## src/rtl/instr_fetch_unit.sv

```systemverilog
// instr_fetch_unit: owns the PC, fetches words over req/ack into a small
// prefetch FIFO and hands them to decode; redirects flush wrong-path words.
module instr_fetch_unit #(
    parameter int                ADDR_W   = 32,
    parameter int                DEPTH    = 2,
    parameter logic [ADDR_W-1:0] RESET_PC = '0
) (
    input  logic              clk,
    input  logic              rst_n,
    output logic              imem_req,
    output logic [ADDR_W-1:0] imem_addr,
    input  logic              imem_ack,
    input  logic [31:0]       imem_rdata,
    input  logic              redirect,
    input  logic [ADDR_W-1:0] redirect_pc,
    output logic              instr_valid,
    input  logic              instr_ready,
    output logic [31:0]       instr,
    output logic [ADDR_W-1:0] instr_pc,
    output logic [5:0]        instr_opcode
);

    localparam int PW = (DEPTH > 1) ? $clog2(DEPTH) : 1;
    localparam int CW = PW + 1;

    typedef enum logic {
        FETCH,
        DROP
    } fetchStateT;

    fetchStateT        state;
    logic [ADDR_W-1:0] pendPc;
    logic [31:0]       fifoWord [DEPTH];
    logic [ADDR_W-1:0] fifoPc [DEPTH];
    logic [PW-1:0]     wrPtr;
    logic [PW-1:0]     rdPtr;
    logic [CW-1:0]     count;
    logic [CW-1:0]     occNext;
    logic              transfer;
    logic              push;
    logic              pop;
    logic [ADDR_W-1:0] target;
    logic              unusedPcBits;

    assign target       = {redirect_pc[ADDR_W-1:2], 2'b00};
    assign unusedPcBits = ^redirect_pc[1:0];

    assign transfer = imem_req && imem_ack;
    assign push     = transfer && (state == FETCH) && !redirect;
    assign pop      = instr_valid && instr_ready;
    assign occNext  = count + CW'(push) - CW'(pop);

    assign instr_valid  = (count != '0);
    assign instr        = instr_valid ? fifoWord[rdPtr] : '0;
    assign instr_pc     = instr_valid ? fifoPc[rdPtr] : '0;
    assign instr_opcode = instr[31:26];

    // A request is only raised when the word it returns is guaranteed a slot.
    always_ff @(posedge clk or negedge rst_n) begin
        if (!rst_n) begin
            state     <= FETCH;
            imem_req  <= 1'b0;
            imem_addr <= RESET_PC;
            pendPc    <= RESET_PC;
        end else if (redirect) begin
            pendPc <= target;
            if (imem_req && !imem_ack) begin
                state <= DROP;
            end else begin
                state     <= FETCH;
                imem_req  <= 1'b1;
                imem_addr <= target;
            end
        end else begin
            unique case (state)
                DROP: begin
                    if (imem_ack) begin
                        state     <= FETCH;
                        imem_addr <= pendPc;
                    end
                end
                default: begin
                    if (transfer) begin
                        imem_addr <= imem_addr + ADDR_W'(4);
                    end
                    imem_req <= (occNext < CW'(DEPTH));
                end
            endcase
        end
    end

    always_ff @(posedge clk or negedge rst_n) begin
        if (!rst_n) begin
            wrPtr <= '0;
            rdPtr <= '0;
            count <= '0;
        end else if (redirect) begin
            wrPtr <= '0;
            rdPtr <= '0;
            count <= '0;
        end else begin
            if (push) begin
                wrPtr <= wrPtr + PW'(1);
            end
            if (pop) begin
                rdPtr <= rdPtr + PW'(1);
            end
            count <= occNext;
        end
    end

    always_ff @(posedge clk) begin
        if (push) begin
            fifoWord[wrPtr] <= imem_rdata;
            fifoPc[wrPtr]   <= imem_addr;
        end
    end

endmodule

```

## config.mk

```make
export PLATFORM = sky130hd
export DESIGN_NAME = instr_fetch_unit
export DESIGN_NICKNAME = d
export VERILOG_FILES = /design/src/rtl/instr_fetch_unit.sv
export SDC_FILE = /design/constraint.sdc
export NUM_CORES = 1
export LEC_CHECK = 0
export CAP_MARGIN = 20
export CORE_MARGIN = 2
export CORE_UTILIZATION = 55
export CTS_BUF_LIST = sky130_fd_sc_hd__clkbuf_16
export CTS_CLUSTER_SIZE = 40
export DETAILED_ROUTE_END_ITERATION = 16
export GPL_ROUTABILITY_DRIVEN = 0
export HOLD_SLACK_MARGIN = 0.02
export PLACE_DENSITY = 0.9
export SYNTH_ARGS = -nofsm -noshare
export SYNTH_HDL_FRONTEND = slang
export SYNTH_SLANG_ARGS = --single-unit
```

## constraint.sdc

```tcl
create_clock -name clk -period 7.6 [get_ports clk]
set_clock_uncertainty 0.15 [all_clocks]
set_input_delay 1.9 -clock clk [delete_from_list [all_inputs] [get_ports clk]]
set_output_delay 1.9 -clock clk [all_outputs]
set_load 0.01 [all_outputs]
```

# Yosys cells after proc, flatten, opt, wreduce, memory -nomap -nowiden
# Memory sizes are Yosys's and may differ from the RTL's.
# Cells that the tools add are included.
[classes]
eq_ne = 3
div = 0
muxes = 21
n_addsub = 5
magnitude_cmp = 1
n_bitwise = 1
mul = 0
reduce_logical = 13
shifts = 0
[ops]
columns = ["operator", "n"]
rows = [
  ["$mux W32", 7],
  ["$add A32 B3 Y32 const B", 1],
  ["$mux W1", 13],
  ["$reduce_bool A2 Y1", 3],
  ["$logic_and A1 B1 Y1", 5],
  ["$ne A2 B2 Y1 const B", 2],
  ["$ne A3 B3 Y1 const B", 1],
  ["$reduce_and A3 Y1", 1],
  ["$reduce_bool A3 Y1", 1],
  ["$add A1 B1 Y1 const B", 2],
  ["$add A2 B1 Y2", 1],
  ["$logic_not A1 Y1", 2],
  ["$lt A2 B2 Y1 const B", 1],
  ["$mux W2", 1],
  ["$reduce_and A2 Y1", 1],
  ["$sub A2 B1 Y2", 1],
  ["$not A1 Y1", 1],
]
[word_totals]
latchBits = 0
word_cells = 53
inputBits = 69
mem_count = 2
output_inout_bits = 104
rom_bits = 0
ramBits = 128
ff_bits = 68
[memory_table]
columns = ["name", "words", "word_bits", "read_ports", "rd_clocked_by_memory_dff", "write_ports", "line", "source"]
rows = [
  ["fifoPc", 2, 32, 1, 0, 1, "34", "logic [ADDR_W-1:0] fifoPc [DEPTH];"],
  ["fifoWord", 2, 32, 1, 0, 1, "33", "logic [31:0] fifoWord [DEPTH];"],
]

# Longest topological paths before layout
# Gate-level depths: netlist of run 1.
[depth]
depth_word = 8
ltp_mapped = 9
depth_no_buf = 9

# Least setup slack after synthesis of run 1
# No wires, ideal clock.
[synth_timing]
path_type = "input -> register"
start = "input redirect"
end = "memory fifoPc[0][10], enable pin"
cell_stages = 4
required_time_ns = 6.967
path_buffers = 1
slack_ns = 1.783
t_arrival_ns = 5.184
setup_time_ns = 0.483
cell_sequence = "clkbuf_1 nor2_1 nand3_1 nor2_1"
[synth_via]
elab_chain_cells = 4
[synth_rtl]
columns = ["item", "line", "source"]
rows = [
  ["start: declaration", "14", "input logic redirect,"],
  ["$logic_not A1 Y1", "49", "assign push = transfer && (state == FETCH) && !redirect;"],
  ["$logic_and A1 B1 Y1", "49", ""],
  ["$mux W1", "113", "if (push) begin"],
  ["$mux W1 (not written as such)", "115", "fifoPc[wrPtr] <= imem_addr;"],
  ["end: declaration", "34", ""],
]
# No other way between the ends.

# Worst setup path in the final report of run 1
[layout_timing]
start = "input imem_ack"
end = "memory fifoWord[1][15], enable pin"
[layout_via]
elab_chain_cells = 5
[layout_rtl]
columns = ["item", "line", "source"]
rows = [
  ["start: declaration", "12", "input logic imem_ack,"],
  ["$logic_and A1 B1 Y1", "48", "assign transfer = imem_req && imem_ack;"],
  ["$logic_and A1 B1 Y1 (2 in series)", "49", ""],
  ["$mux W1", "113", ""],
  ["$mux W1 (not written as such)", "114", "fifoWord[wrPtr] <= imem_rdata;"],
  ["end: declaration", "33", ""],
]
# No other way between the ends.

==> run summary, run 1 <==
Status: finished clean
Global route overflow: 0
Synthesis-to-finish area growth: 28.1%
Slew @ Worst Pin: 1020 ps
Worst-skew pair later-pin latency: 430 ps
H-Tree Depth: 4
Clk sinks: 190
Clock Root Buffer: clkbuf_16
Leakage power: 3.87 nW
Die Y: 127 um
Crit path launch: imem_ack
CTS tree: yes
Critical R2R Capture: fifoWord[1][15]
Core area: 0.0150 mm2
Final WL: 18800 um
Via/cell ratio: 5.81
First-pass GRT wire length: 29700 um
Most frequent cell after synthesis: edfxtp_1
ANT nets after route: 0
# DRC: 0
CP required: 7520 ps
CTS Hold Bufs: 0
Final worst-path cycle share: 0.613
Count of final max-slew check failures: 0
FMAX: 215 MHz
RR Startpoint: state
Startpoint types: input pin
CP Capture Type: flip-flop
Power share of the combinational group: 0.316
R2R setup slack: 4520 ps
Switching share of power: 0.310
Max Cap Violations: 0
Worst-case vdd ir drop: 0.182 mV
Min cycle time layout: 4660 ps
Die width: 127 um
Synth top cells by count: 124 x edfxtp_1, 87 x nor2_1, 67 x mux2i_1
Synth Warn #: 0
Drt first pass iters: 6
Initial DRC count: 591
DP Area: 0.0101 mm2
Psw: 1.02 mW
Number of inserted diodes: 0
Setup bufs post-CTS: 0
Synth area leader: edfxtp_1
Clock transition at path regs: 60 ps
Worst Hold Margin: 331 ps
Class of the worst hold path: reg -> reg
Clk buf depth: 2
Post-route design area: 0.0107 mm2
Reg2Reg Depth: 4
RSZ-0062 raised after global routing: false
Slew Limit Headroom: 0.317
Critical setup path kind: in -> reg
DR WL/cell: 18.4 um
Number of synthesized flops with an enable pin: 124
Data arrival, critical path: 4590 ps
Ys flop type: edfxtp_1
End of the critical path: fifoWord[1][15]
Clock power share: 0.257
Syn Inst Count: 671
Total internal power: 2.27 mW
Final hold violations: 0
#FFs+latches synth: 190
Post-CTS sizing: 0
Overall Global Routing Usage: 0.238
Row cnt: 45
Starting density of the core: 0.558
Flop pwr share: 0.428
Setup TNS: 0 ps
Maximum number of pins on one net before global-route repair: 77
Port buffer count: 166
Via Count: 5936
Yosys cell types: 61
CTS Buf Count: 17
Detailed Place HPWL: 12000 um
Vias in the first global route: 5678
Pwr/cell area: 306 mW/mm2
Mapped Area: 0.00838 mm2
Crit-path max FO: 32
# setup viols final: 0
Initial antenna violation count: 0
Leading post-synthesis cells by cell area: edfxtp_1 44%, dfrtp_1 20%, mux2i_1 8.0%
Ports: 173
Sequential share of the synthesized area: 0.641
Die area: 0.0162 mm2
Share of post-route cells with drive strength above 1: 0.0912
Post-layout net count: 892
Async S/R FF share, synth: 0.347
Synth top area share: 0.444
Post-Syn Area per Cell: 12.5 um2
## power groups by stage
stage / Clock, mW / Combinational (mW) / Sequential [mW]
after detailed placement: 0 / 0.989 / 1.46
after CTS: 0.856 / 0.997 / 1.44
after global routing: 0.904 / 1.12 / 1.42
after global placement: 0 / 0.969 / 1.45
after floorplan: 0 / 0.528 / 1.38
final: 0.843 / 1.04 / 1.41
## area by class of cell
type / count / area [um2]
Inverter: 17 / 63.8
Multi-Input combinational cell: 419 / 2740
Tap cell: 188 / 235
Fill cell: 1037 / 4300
Sequential cell: 190 / 5380
Clock inverter: 15 / 133
Clock buffer: 17 / 425
Timing Repair Buffer: 175 / 1760
## how the worst min path moves through the flow
stage	endpoint	depth (start not counted)	from
final	pendPc[29]	1	pendPc[29]
after floorplan	pendPc[29]	1	pendPc[29]
after global routing	pendPc[29]	1	pendPc[29]
after detailed placement	pendPc[29]	1	pendPc[29]
after CTS	pendPc[29]	1	pendPc[29]
after global placement	pendPc[29]	1	pendPc[29]
## kinds of logic after synthesis
family | after synthesis | share of synthesized area
AO/OA/AOI/OAI | 117 | 0.0894
XOR/XNOR | 11 | 0.0115
adder cells (fa/ha/maj) | 3 | 0.00448
buffers and inverters | 65 | 0.0358
flip-flops | 190 | 0.641
multiplexers | 87 | 0.107
other | 1 | 0.000447
AND/OR/NAND/NOR | 197 | 0.110
## worst max-delay path, stage by stage
cell and delay [ps]:
clkdlybuf4s50_1 730, nand3_1 470, nor2_4 930, buf_4 530
## registers in the layout, summed over array words and instances, names as in the netlist
name and flops:
count 2, fifoPc 60, fifoWord 64, imem_addr 30, imem_req 1, pendPc 30, rdPtr 1, state 1
wrPtr 1
## placed cells by master, fill, tap and decap left out, types with 5 or more instances in the layout
cell	instances
o211ai_1	6
nand3_1	20
nor2_1	84
nand4_1	7
edfxtp_1	124
buf_4	7
clkbuf_16	17
nor3_1	7
o21ai_0	34
nand2_1	40
mux2_2	20
a221oi_1	7
clkdlybuf4s50_1	164
a21oi_1	20
xnor2_1	5
inv_1	17
o21ai_1	10
dfrtp_1	65
and3_1	6
xor2_1	6
mux2i_1	67
a31oi_1	6
o22ai_1	6
## per-stage QoR
step           std cells  setup WS (ps)   util  power, mW
5_1_grt             1021           2720  0.714       3.45
4_1_cts             1019           2930  0.711       3.29
3_3_place_gp         987           2550  0.673       2.42
3_5_place_dp         987           2510  0.673       2.45
6_report            1021           2940  0.714       3.29
2_1_floorplan        674           1780      -       1.91
## per-layer routing
layer / GRT usage / wire length, um / vias to the layer above
met5: 0 / 0 / -
met4: 0.0911 / 359 / 0
met3: 0.0586 / 1510 / 30
met2: 0.392 / 9280 / 270
met1: 0.306 / 7650 / 2889
li1: - / - / 2747
(Power assumes the default switching activity.)
==> inputs of run 2 (changes only) <==
--- a/config.mk
+++ b/config.mk
@@ -7,13 +7,13 @@
 export LEC_CHECK = 0
 export CAP_MARGIN = 20
 export CORE_MARGIN = 2
-export CORE_UTILIZATION = 55
+export CORE_UTILIZATION = 46
 export CTS_BUF_LIST = sky130_fd_sc_hd__clkbuf_16
 export CTS_CLUSTER_SIZE = 40
 export DETAILED_ROUTE_END_ITERATION = 16
 export GPL_ROUTABILITY_DRIVEN = 0
 export HOLD_SLACK_MARGIN = 0.02
-export PLACE_DENSITY = 0.9
+export PLACE_DENSITY = 0.81
 export SYNTH_ARGS = -nofsm -noshare
 export SYNTH_HDL_FRONTEND = slang
 export SYNTH_SLANG_ARGS = --single-unit
==> constraint.sdc (replaced) <==
create_clock -name clk -period 3.8 [get_ports clk]
set_clock_uncertainty 0.15 [all_clocks]
set_input_delay 0.95 -clock clk [delete_from_list [all_inputs] [get_ports clk]]
set_output_delay 0.95 -clock clk [all_outputs]
set_load 0.01 [all_outputs]
==> run 2 against run 1 <==
Setup slack lost 2500 ps; via count is essentially flat; flip-flop and latch count is the same; design area grew 1.4%; clock power grew 100%.
==> run summary, run 2 (same netlist as run 1, synthesis figures left out) <==
Slowest cell delay on critical path: 700 ps (was 930 ps)
Detailed Place HPWL: 12700 um (was 12000 um)
Final WL: 19200 um (was 18800 um)
Post-CTS sizing: 0 (unchanged)
First-pass GRT wire length: 30500 um (was 29700 um)
Via/cell ratio: 5.54 (was 5.81)
Post-route design area: 0.0109 mm2 (was 0.0107 mm2)
Total internal power: 4.57 mW (was 2.27 mW)
Startpoint types: flip-flop (was input pin)
Min cycle time layout: 3350 ps
Psw: 2.07 mW (was 1.02 mW)
Switching share of power: 0.312 (was 0.310)
Place WS: 620 ps (was 2510 ps)
Starting density of the core: 0.468 (was 0.558)
Clock transition at path regs: 70 ps (was 60 ps)
Commonest non-fill, non-tap cells in the layout: 164 x clkdlybuf4s50_1, 124 x edfxtp_1, 84 x nor2_1 (unchanged)
Share of post-route cells with drive strength above 1: 0.106 (was 0.0912)
CTS Buf Count: 17 (unchanged)
Setup bufs post-CTS: 0 (unchanged)
Die width: 139 um (was 127 um)
Drt first pass iters: 6 (unchanged)
Maximum number of pins on one net before global-route repair: 67 (was 77)
Final hold violations: 0 (unchanged)
Count of final max-slew check failures: 0 (unchanged)
Max reg flops: 64 (unchanged)
Initial antenna violation count: 0 (unchanged)
Worst-skew pair later-pin latency: 420 ps (was 430 ps)
Port buffer count: 166 (unchanged)
Cell Chain, Critical Path: buf_4, mux2i_1, nor2_1, clkdlybuf4s50_1 (was clkdlybuf4s50_1, nand3_1, nor2_4, buf_4)
Critical setup path kind: reg -> out (was in -> reg)
Final worst slack: 449 ps (was 2940 ps)
Global route overflow: 0 (unchanged)
Max Cap Violations: 0 (unchanged)
Power share of the combinational group: 0.315 (was 0.316)
Setup TNS: 0 ps (unchanged)
Worst-case vdd ir drop: 0.375 mV (was 0.182 mV)
Clk buf depth: 2 (unchanged)
Core area: 0.0179 mm2 (was 0.0150 mm2)
Status: finished clean (unchanged)
DP Area: 0.0103 mm2 (was 0.0101 mm2)
Crit-path slowest cell: dfrtp_4 (was nor2_4)
Registers with the most flip-flops: fifoWord x64, fifoPc x60 (unchanged)
Row cnt: 49 (was 45)
CP required: 2700 ps (was 7520 ps)
FMAX: 298 MHz
Initial DRC count: 460 (was 591)
Crit-path max FO: 22 (was 32)
Die Y: 139 um (was 127 um)
Ports: 173 (unchanged)
RSZ-0062 raised after global routing: false (unchanged)
CTS tree: yes (unchanged)
Clock power share: 0.259 (was 0.257)
Total Power: 6.64 mW (was 3.29 mW)
H-Tree Depth: 4 (unchanged)
Commonest non-fill, non-tap cell in the layout: clkdlybuf4s50_1 (unchanged)
Flop pwr share: 0.426 (was 0.428)
Pwr/cell area: 610 mW/mm2 (was 306 mW/mm2)
CP Capture Type: output port (was flip-flop)
Clk sinks: 190 (unchanged)
Worst Hold Margin: 337 ps (was 331 ps)
Die area: 0.0193 mm2 (was 0.0162 mm2)
# DRC: 0 (unchanged)
Largest Register: fifoWord (unchanged)
Number of inserted diodes: 0 (unchanged)
Synthesis-to-finish area growth: 29.8% (was 28.1%)
Overall Global Routing Usage: 0.202 (was 0.238)
Slew Limit Headroom: 0.417 (was 0.317)
Post-layout net count: 902 (was 892)
Data arrival, critical path: 2250 ps (was 4590 ps)
Slew @ Worst Pin: 874 ps (was 1020 ps)
CTS Hold Bufs: 0 (unchanged)
Via Count: 5931 (was 5936)
Class of the worst hold path: reg -> reg (unchanged)
Clock Root Buffer: clkbuf_16 (unchanged)
Vias in the first global route: 5643 (was 5678)
Final worst-path cycle share: 0.882
R2R setup slack: 1280 ps (was 4520 ps)
Leakage power: 3.91 nW (was 3.87 nW)
ANT nets after route: 0 (unchanged)
# setup viols final: 0 (unchanged)
DR WL/cell: 17.9 um (was 18.4 um)
[run 2: cell types whose count changed in the layout (fill, tap and decap cells not counted), sizes merged]
cell / delta
clkinvlp: +2
inv: -2
buf: +10
clkinv: -1
[run 2: critical path, delay by kind of cell (launching register included)]
family                 cells  cell delay, ps
AND/OR/NAND/NOR            1              50
buffers and inverters      2             850
flip-flops                 1             700
multiplexers               1             210
[run 2: path summary, 6_finish.rpt]
| path | start | to | cells after the start |
|---|---|---|---|
| setup / recovery | rdPtr | instr_pc[16] | 4 |
| hold / removal | pendPc[29] | pendPc[29] | 1 |
| setup reg to reg | imem_addr[9] | imem_addr[28] | 5 |
| hold reg to reg | pendPc[29] | pendPc[29] | 1 |
| max in group asynchronous | rst_n | rdPtr | 2 |
| min in group asynchronous | rst_n | pendPc[28] | 2 |
[run 2: per-layer routing]
metal / up-vias / part of all wire / routed length (um) / global-route usage
met5: - / 0 / 0 / 0
met4: 0 / 0.022 / 414 / 0.0723
met3: 34 / 0.058 / 1110 / 0.0369
met2: 241 / 0.49 / 9480 / 0.331
met1: 2893 / 0.43 / 8190 / 0.271
li1: 2763 / - / - / -
[run 2: final cells by class]
cell class | instances | area [um2]
tap | 229 | 287
timing repair buffer | 185 | 1840
clock inverter | 14 | 145
fill | 1423 | 7020
clock buffer | 17 | 425
inverter | 17 | 63.8
multi-input combinational | 419 | 2740
sequential | 190 | 5380
[run 2: power by group through the flow]
| stage | combinational [mW] | sequential [mW] | clock [mW] |
|---|---|---|---|
| CTS | 2.12 | 2.83 | 1.75 |
| floorplan | 1.06 | 2.76 | 0 |
| global placement | 2.07 | 2.85 | 0 |
| detailed placement | 2.11 | 2.87 | 0 |
| global route | 2.27 | 2.87 | 1.84 |
| finish | 2.09 | 2.83 | 1.72 |
[run 2: metrics by stage]
| stage | utilization | cells |
|---|---|---|
| after floorplan | - | 674 |
| after global placement | 0.576 | 1040 |
| after detailed placement | 0.576 | 1040 |
| after CTS | 0.608 | 1071 |
| after global routing | 0.608 | 1071 |
| final | 0.608 | 1071 |
==> inputs of run 3 (changes only) <==
--- a/config.mk
+++ b/config.mk
@@ -6,13 +6,13 @@
 export NUM_CORES = 1
 export LEC_CHECK = 0
 export CAP_MARGIN = 20
-export CORE_MARGIN = 2
 export CORE_UTILIZATION = 46
 export CTS_BUF_LIST = sky130_fd_sc_hd__clkbuf_16
 export CTS_CLUSTER_SIZE = 40
 export DETAILED_ROUTE_END_ITERATION = 16
 export GPL_ROUTABILITY_DRIVEN = 0
 export HOLD_SLACK_MARGIN = 0.02
+export MAX_ROUTING_LAYER = met4
 export PLACE_DENSITY = 0.81
 export SYNTH_ARGS = -nofsm -noshare
 export SYNTH_HDL_FRONTEND = slang
==> run 3 against run 2 <==
Largest cell class unchanged; wire length fell by 4.9%; sequential power barely moved; flip-flop and latch count did not move; via count fell by 1.9%; largest power group unchanged; hold slack got worse by 7.7 ps.
==> run summary, run 3 (same netlist as run 1, synthesis figures left out) <==
Status: finished clean (unchanged)
Clock Root Buffer: clkbuf_16 (unchanged)
DP Area: 0.0103 mm2 (about the same)
Synthesis-to-finish area growth: 29.9% (was 29.8%)
Leakage power: 3.91 nW (about the same)
Maximum number of pins on one net before global-route repair: 60 (was 67)
Row cnt: 49 (unchanged)
Post-layout net count: 900 (was 902)
Port buffer count: 166 (unchanged)
Class of the worst hold path: reg -> reg (unchanged)
Share of post-route cells with drive strength above 1: 0.0988 (was 0.106)
Via/cell ratio: 5.45 (was 5.54)
Commonest non-fill, non-tap cell in the layout: clkdlybuf4s50_1 (unchanged)
Multi-input gate area: 0.00274 mm2 (unchanged)
Overall Global Routing Usage: 0.210 (was 0.202)
Final worst-path cycle share: 0.888 (was 0.882)
Clk sinks: 190 (unchanged)
Registers with the most flip-flops: fifoWord x64, fifoPc x60 (unchanged)
Initial antenna violation count: 0 (unchanged)
Starting density of the core: 0.468 (unchanged)
Final hold violations: 0 (unchanged)
Clk buf depth: 2 (unchanged)
Crit-path max FO: 26 (was 22)
CTS tree: yes (unchanged)
Die area: 0.0188 mm2 (was 0.0193 mm2)
End of the critical path: instr[28] (was instr_pc[16])
ANT nets after route: 0 (unchanged)
DR WL/cell: 17.1 um (was 17.9 um)
Post-CTS sizing: 0 (unchanged)
Global route overflow: 0 (unchanged)
FMAX: 296 MHz (was 298 MHz)
R2R setup slack: 1020 ps (was 1280 ps)
Count of final max-slew check failures: 0 (unchanged)
Ports: 173 (unchanged)
Psw: 2.01 mW (was 2.07 mW)
# setup viols final: 0 (unchanged)
Final WL: 18300 um (was 19200 um)
Core area: 0.0179 mm2 (unchanged)
Initial DRC count: 490 (was 460)
Number of inserted diodes: 0 (unchanged)
Worst-skew pair later-pin latency: 420 ps (about the same)
Max reg flops: 64 (unchanged)
Vias in the first global route: 5406 (was 5643)
Clock power share: 0.262 (was 0.259)
CTS Hold Bufs: 0 (unchanged)
Total Power: 6.63 mW (was 6.64 mW)
Register area: 0.00538 mm2 (unchanged)
Startpoint types: flip-flop (unchanged)
Post-route design area: 0.0109 mm2 (about the same)
Slew @ Worst Pin: 858 ps (was 874 ps)
Worst-case vdd ir drop: 0.400 mV (was 0.375 mV)
Critical R2R Capture: imem_req (was imem_addr[28])
RSZ-0062 raised after global routing: false (unchanged)
Reg2Reg Depth: 10 (was 5)
RR Startpoint: count[1] (was imem_addr[9])
Largest Register: fifoWord (unchanged)
Crit path launch: count[1] (was rdPtr)
Clock transition at path regs: 60 ps (was 70 ps)
Die Y: 137 um (was 139 um)
Commonest non-fill, non-tap cells in the layout: 164 x clkdlybuf4s50_1, 124 x edfxtp_1, 84 x nor2_1 (unchanged)
H-Tree Depth: 4 (unchanged)
CP required: 2700 ps (about the same)
Fillers: 1396 (was 1423)
First-pass GRT wire length: 28600 um (was 30500 um)
Slew Limit Headroom: 0.423 (was 0.417)
CTS Buf Count: 17 (unchanged)
Total internal power: 4.62 mW (was 4.57 mW)
Critical setup path kind: reg -> out (unchanged)
# DRC: 0 (unchanged)
CP Capture Type: output port (unchanged)
Via Count: 5821 (was 5931)
Max Cap Violations: 0 (unchanged)
Data arrival, critical path: 2280 ps (was 2250 ps)
Power share of the combinational group: 0.312 (was 0.315)
Die width: 137 um (was 139 um)
Switching share of power: 0.304 (was 0.312)
Pwr/cell area: 609 mW/mm2 (was 610 mW/mm2)
Drt first pass iters: 5 (was 6)
Detailed Place HPWL: 12500 um (was 12700 um)
Flop pwr share: 0.426 (about the same)
Setup bufs post-CTS: 0 (unchanged)
Min cycle time layout: 3380 ps (was 3350 ps)
-- run 3: changes by cell type in the layout (fill, tap and decap cells not counted), moves of 2 or more --
cell        delta
inv_1          +2
clkinv_4       -2
clkinvlp_4     -2
clkinv_2       -2
buf_4          -3
clkinv_1       +2
-- run 3: final cells by class --
type / count / share of cell area
multi-input cells: 419 / 0.252
flip-flops and latches: 190 / 0.494
well taps: 229 / 0.0263
clock buffers: 17 / 0.0391
inverters: 17 / 0.00586
repair buffers: 183 / 0.169
clock inverters: 14 / 0.0140
-- run 3: critical path: stages (launching register included) --
cell and delay (ps):
dfrtp_1 410, nor2_4 450, buf_4 380, nor2_1 120, clkdlybuf4s50_1 490
-- run 3: metal layers --
| layer | wire, um | vias to the layer above | GRT usage | share of wire |
|---|---|---|---|---|
| met5 | 0 | - | - | 0 |
| met4 | 375 | 0 | 0.0885 | 0.021 |
| met3 | 1070 | 28 | 0.0407 | 0.059 |
| met2 | 8900 | 209 | 0.327 | 0.49 |
| met1 | 7920 | 2814 | 0.267 | 0.43 |
| li1 | - | 2770 | - | - |
-- run 3: how the worst min path moves through the flow --
stage                     startpoint         end  slack, ps  depth (start not counted)
after CTS                 pendPc[29]  pendPc[29]        330                          1
after floorplan           pendPc[29]  pendPc[29]        300                          1
after global placement    pendPc[29]  pendPc[29]        310                          1
final                     pendPc[29]  pendPc[29]        330                          1
after global routing      pendPc[30]  pendPc[30]        370                          1
after detailed placement  pendPc[29]  pendPc[29]        320                          1
-- run 3: power groups by stage --
stage / sequential [mW] / combinational, mW / clock [mW]
final: 2.82 / 2.07 / 1.74
after global routing: 2.86 / 2.27 / 1.86
after CTS: 2.82 / 2.10 / 1.77
after detailed placement: 2.86 / 2.09 / 0
after global placement: 2.85 / 2.05 / 0
after floorplan: 2.76 / 1.06 / 0
-- run 3: through the flow --
stage           util  cells  setup slack (ps)  hold slack, ps  TNS (ps)
3_3_place_gp   0.576   1038               786             313         0
3_5_place_dp   0.576   1038               739             319         0
5_1_grt        0.608   1069               247             370         0
6_report       0.608   1069               424             329         0
4_1_cts        0.608   1069               378             334         0
2_1_floorplan      -    674             -46.1             304     -5700
